### config.mk
export PLATFORM = sky130hd
export DESIGN_NAME = thr2pry_pipe
export DESIGN_NICKNAME = d
export VERILOG_FILES = /design/src/rtl/thr2pry_pipe.sv
export SDC_FILE = /design/constraint.sdc
export NUM_CORES = 1
export LEC_CHECK = 0
export CORE_ASPECT_RATIO = 1.4
export CORE_MARGIN = 3
export CORE_UTILIZATION = 45
export CTS_CLUSTER_DIAMETER = 100
export CTS_CLUSTER_SIZE = 24
export DETAILED_ROUTE_END_ITERATION = 16
export PLACE_DENSITY = 0.73
export SYNTH_ARGS = -nofsm -noshare
export SYNTH_HDL_FRONTEND = slang
export SYNTH_SLANG_ARGS = --single-unit
### constraint.sdc
create_clock -name clk -period 2.4 [get_ports clk]
set_clock_uncertainty 0.2 [all_clocks]
set_input_delay 0.48 -clock clk [delete_from_list [all_inputs] [get_ports clk]]
set_output_delay 0.48 -clock clk [all_outputs]
set_load 0.01 [all_outputs]
### src/rtl/thr2pry_pipe.sv
// Two-stage valid/ready pipeline that turns a thermometer code into its lowest-edge
// one-hot vector and binary index, flags malformed codes and counts them saturatingly.
module thr2pry_pipe #(
  parameter  int WIDTH    = 8,
  localparam int WIDTHLOG = (WIDTH > 1) ? $clog2(WIDTH) : 1
) (
  input  logic                clk,
  input  logic                rst,
  input  logic                s_vld,
  output logic                s_rdy,
  input  logic [WIDTH-1:0]    s_thr,
  output logic                m_vld,
  input  logic                m_rdy,
  output logic [WIDTH-1:0]    m_pry,
  output logic [WIDTHLOG-1:0] m_enc,
  output logic                m_any,
  output logic                m_err,
  input  logic                err_clr,
  output logic [15:0]         err_cnt
);

  logic                vld1;
  logic [WIDTH-1:0]    thr1;
  logic                rdy2;

  logic [WIDTH-1:0]    edg;
  logic [WIDTH-1:0]    dec_pry;
  logic [WIDTHLOG-1:0] dec_enc;
  logic                dec_any;
  logic                dec_err;

  assign rdy2  = ~m_vld | rdy2_term();
  assign s_rdy = ~vld1 | rdy2;

  function automatic logic rdy2_term();
    return m_rdy;
  endfunction

  // NOTE: every variable is given a default before the loop so no path leaves it
  // unassigned, which would otherwise infer a latch.
  always_comb begin
    edg     = thr1 & ~(thr1 << 1);
    dec_pry = '0;
    dec_enc = '0;
    // Descending scan: the last hit is the lowest edge, giving priority semantics on bubbles.
    for (int i = WIDTH - 1; i >= 0; i--) begin
      if (edg[i]) begin
        dec_pry    = '0;
        dec_pry[i] = 1'b1;
        dec_enc    = WIDTHLOG'(i);
      end
    end
    dec_any = |thr1;
    dec_err = dec_any & (thr1 != ~(dec_pry - WIDTH'(1)));
  end

  // NOTE: sequential state uses non-blocking assignments so every register samples
  // pre-edge values regardless of statement order.
  always_ff @(posedge clk or posedge rst) begin
    if (rst) begin
      vld1 <= 1'b0;
      thr1 <= '0;
    end else if (s_rdy) begin
      vld1 <= s_vld;
      if (s_vld) thr1 <= s_thr;
    end
  end

  always_ff @(posedge clk or posedge rst) begin
    if (rst) begin
      m_vld <= 1'b0;
      m_pry <= '0;
      m_enc <= '0;
      m_any <= 1'b0;
      m_err <= 1'b0;
    end else if (rdy2) begin
      m_vld <= vld1;
      if (vld1) begin
        m_pry <= dec_pry;
        m_enc <= dec_enc;
        m_any <= dec_any;
        m_err <= dec_err;
      end
    end
  end

  // Clear wins over a same-cycle erroneous transfer.
  always_ff @(posedge clk or posedge rst) begin
    if (rst) begin
      err_cnt <= '0;
    end else if (err_clr) begin
      err_cnt <= '0;
    end else if (m_vld && m_rdy && m_err && (err_cnt != 16'hFFFF)) begin
      err_cnt <= err_cnt + 16'd1;
    end
  end

endmodule

* Word level (Yosys, flattened, before mapping)
Index checks and enable logic that the tools add are counted.
Cells by class: add/subtract/negate cells 2, equal/unequal tests 2, mux-type cells 18, bitwise operators 8, reduce and logical (&&, ||, !) cells 7
Operator list (number):
- $mux W8 | 8
- $mux W16 | 2
- $mux W3 | 8
- $add A16 B1 Y16 const B | 1
- $ne A16 B16 Y1 const B | 1
- $not A8 Y8 | 2
- $and A8 B8 Y8 | 1
- $ne A8 B8 Y1 | 1
- $reduce_or A8 Y1 | 1
- $sub A8 B1 Y8 const B | 1
- $reduce_and A2 Y1 | 2
- $logic_and A1 B1 Y1 | 3
- $not A1 Y1 | 2
- $or A1 B1 Y1 | 2
- $reduce_bool A2 Y1 | 1
- $and A1 B1 Y1 | 1
Word-level totals: flip-flop bits (word level) 39, input port bits 13

* Depth between registers and ports, before layout
word-level depth 14, depth in mapped cells 7

* Least setup slack after synthesis
Ideal clock, no wire load.
path kind flip-flop to flip-flop, from reg err_cnt[0], to reg err_cnt[3], arrival 1.496 ns, path slack 0.572 ns, stages on the path, launching flop included 8, period minus slack after synthesis 1.828 ns, path through dfrtp_1 > ha_1 > nand3_1 > nor4_1 > buf_4 > nor4b_1 > xnor2_1 > nor2_1
On the way: word-level cells in the longest chain between the ends 3, elaborated cells between the ends (all ways) 6, those cells by class 1 x add/sub; 1 x eq/ne; 2 x mux; 2 x reduce/logical
RTL lines:
- start, declared | RTL line 19 | output logic [15:0] err_cnt
- start signal, assigned | RTL line 94 | err_cnt <= err_cnt + 16'd1;
- $add A16 B1 Y16 / $ne A16 B16 Y1 (equally long branches) | RTL line 94, 93
- $mux W16 / $logic_and A1 B1 Y1 (equally long branches) | RTL line 93 | end else if (m_vld && m_rdy && m_err && (err_cnt != 16'hFFFF)) begin
- $mux W16 / $reduce_bool A2 Y1 (equally long branches)
Parallel ways exist; a longest one is shown, timed or not. The select of a mux whose other input is x is not followed. A chain may end at the register's enable or synchronous reset.

* Worst setup path in the final report
from in m_rdy, to reg err_cnt[13]
On the way: word-level cells in the longest chain between the ends 4
RTL lines:
- start, declared | RTL line 13 | input logic m_rdy,
- $logic_and A1 B1 Y1 (3 in series) | RTL line 93
- $reduce_bool A2 Y1 (no source line)
Every way passes these cells.

==> out/summary.txt <==
outcome - finished clean
Final Max Tran Viols - 0
Final ANT Viol Nets - 0
largest net degree at the start of global routing - 40
reg2reg path depth - 7
max-capacitance violation count - 0
Cells after Synth - 175
unrepaired setup endpoints after global routing - false
pre-CTS setup slack - 17.48 ps
core area - 3806 µm²
leading area contributor after synthesis - dfrtp_1
r2r startpoint - err_cnt[0]$_DFFE_PP0P_
first-pass GRT wire length - 6782 µm
antenna fix cells - 0
initial antenna violation count - 0
fill count - 319
CP max FO - 5
syn_area_per_cell - 10.52 µm²
Skew-Pair Late Insertion Delay - 290 ps
Storage cell area - 975.9 µm²
CTS Sinks - 39
Synth Register Bits - 39
CTS Root Cell - clkbuf_8
CTS buffer count - 5
Cell variety after synth - 36
synth top area cells - dfrtp_1 (53%), mux2_2 (5.5%), xnor2_1 (4.8%), nor2_1 (4.5%), nand2_1 (3.7%)
Initial Util - 0.4836
HPWL after DPL - 2974 µm
Bufs and invs on worst path - 2
worst slew pin tran - 582.7 ps
Routed WL per cell - 14.83 µm
share of the synthesized area in the top cell type - 0.5303
Ports - 44
Worst path top cell family by delay - simple AND/OR/NAND/NOR gates
total length of routed wires - 4018 µm
total grt overflow - 0
hold crit path type - reg2reg
die area - 4904 µm²
Final Hold Fails - 0
mapped cell area - 1841 µm²
total power divided by cell area - 587.9 nW/µm²
Die X - 60.05 µm
Multi-input gate area - 824.5 µm²
DRC - 0
startpoint types - input pin
clock tree buffer depth - 2
clock slew at reported path FFs - 70 ps
sequential area share after synthesis - 0.5303
Final setup viols - 0
routability cong. - 0.8694
Final Worst Setup Slack - 318.3 ps
Worst setup EP type - register
DR iter-0 viols - 76
crit share post-route - 0.8674
share of layout cells above drive strength 1 - 0.1266
worst path arrival time - 2030 ps
yosys warns - 0
Critical path origin - m_rdy
syn nets - 189
Tmin final - 2082 ps
Critical Path RT - 2340 ps
Vias/cell - 5.649
Pleak - 0.9947 nW
Peak supply drop - 434.3 µV
CTS resizes - 0
R2R Path End - err_cnt[3]$_DFFE_PP0P_
router iterations before antenna repair - 4
CTS tree - done
Slowest-stage cell, CP - clkdlybuf4s50_1
critical-path cell list - clkdlybuf4s50_1, buf_4, nand3_4, or3_4, nor4_4, xnor2_1, nor2_1
R2R Setup Slk - 440 ps
vias in the first global route - 1,563
Max-slew headroom - 0.6103
kind of critical path - in2reg
slowest stage delay, CP - 490 ps
number of buffers added for setup after CTS - 0
Std-Cell Rows - 26
synth-to-layout area growth - 33.11%
gr usage total - 0.1804
WP depth - 7
Port Buffers - 43
H-Tree Depth - 2
Die Span Y - 81.67 µm
Max Clk Rate - 480.4 MHz
via count - 1,531
CP endpoint - err_cnt[13]$_DFFE_PP0P_
hold buffers post-CTS - 0
Finished Core Util - 0.6437
nets - 242
Final TNS setup - 0 ps
flip-flops by register name, indices dropped and copies added (netlist names):
signal,cells
err_cnt,16
m_pry,8
thr1,8
m_enc,3
m_any,1
m_err,1
m_vld,1
vld1,1
Yosys cell counts, drive strengths merged:
library cell / number
o31ai: 3
nor4b: 2
nand2b: 4
and4: 2
o21bai: 1
clkbuf: 4
xor2: 4
buf: 2
and4b: 1
nor3b: 1
mux2: 9
a311oi: 1
nand3: 6
nand4b: 1
nor3: 7
o21ai: 6
ha: 1
a2111oi: 1
nor4: 3
nor2: 22
a21oi: 8
xnor2: 10
or3: 1
or2b: 1
nand3b: 2
nor2b: 1
inv: 4
nand2: 18
a21o: 1
a22o: 3
nand4: 6
dfrtp: 39
final cells by class:
type / instances / area share
multi-input combinational: 126 / 0.3366
sequential: 39 / 0.3984
clock inverter: 1 / 0.002043
inverter: 4 / 0.006129
clock buffer: 7 / 0.03115
timing repair buffer: 52 / 0.2043
tap: 42 / 0.02145
worst min path at each step:
stage,start,to,slack [ps],depth (start not counted)
6_report,m_enc[0]$_DFFE_PP0P_,m_enc[0]$_DFFE_PP0P_,290,2
5_1_grt,m_enc[0]$_DFFE_PP0P_,m_enc[0]$_DFFE_PP0P_,330,2
4_1_cts,m_enc[0]$_DFFE_PP0P_,m_enc[0]$_DFFE_PP0P_,290,2
3_5_place_dp,m_pry[5]$_DFFE_PP0P_,m_pry[5]$_DFFE_PP0P_,270,2
3_3_place_gp,m_pry[1]$_DFFE_PP0P_,m_pry[1]$_DFFE_PP0P_,260,2
2_1_floorplan,thr1[0]$_DFFE_PP0P_,m_enc[0]$_DFFE_PP0P_,280,1
power breakdown:
part           switching, mW  internal (mW)
clock network          0.218          0.204
logic                  0.114          0.139
registers             0.0561          0.709
cell usage in the layout, fill, tap and decap left out, types with 6 or more instances in the layout:
master           Yosys  layout
xnor2_1             10      10
nand2_1             18      18
mux2_2               9       9
nand4_1              6       6
nor2_1              22      22
a21oi_1              8       8
dfrtp_1             39      39
buf_4                1       9
o21ai_0              6       6
nor3_1               7       7
clkdlybuf4s50_1      0      42
layer usage:
| layer | share of wire | global-route usage |
|---|---|---|
| met1 | 0.38 | 0.1935 |
| met2 | 0.54 | 0.3312 |
| met3 | 0.060 | 0.04088 |
| met4 | 0.018 | 0.07317 |
| met5 | 0 | 0 |
per-stage QoR:
stage | power (mW) | instance area (µm²) | hold slack, ps | instances
global placement | 1.023 | 2366 | 264.9 | 263
global route | 1.516 | 2450 | 332.1 | 271
floorplan | 0.9002 | 1841 | 278.0 | 175
detailed placement | 1.035 | 2366 | 268.4 | 263
CTS | 1.461 | 2447 | 294.9 | 271
finish | 1.440 | 2450 | 288.2 | 271
worst reg2reg max path, stage by stage (launching register included):
cell and delay, ps:
dfrtp_1 450, ha_1 260, nand3_1 100, nor4_2 40
buf_4 180, nor4b_1 380, xnor2_1 170, nor2_1 50
cells by family after synthesis:
kind of cell / count (synthesis) / share of synthesized area
adders and majority gates: 1 / 0.006797
DFF: 39 / 0.5303
buffers and inverters: 10 / 0.02515
xor gates and xnor gates: 14 / 0.06662
muxes: 9 / 0.05507
and+or+nand+nor: 78 / 0.2339
AOI/OAI and AO/OA: 24 / 0.08227
No activity file was read; power rests on OpenSTA's default activity.
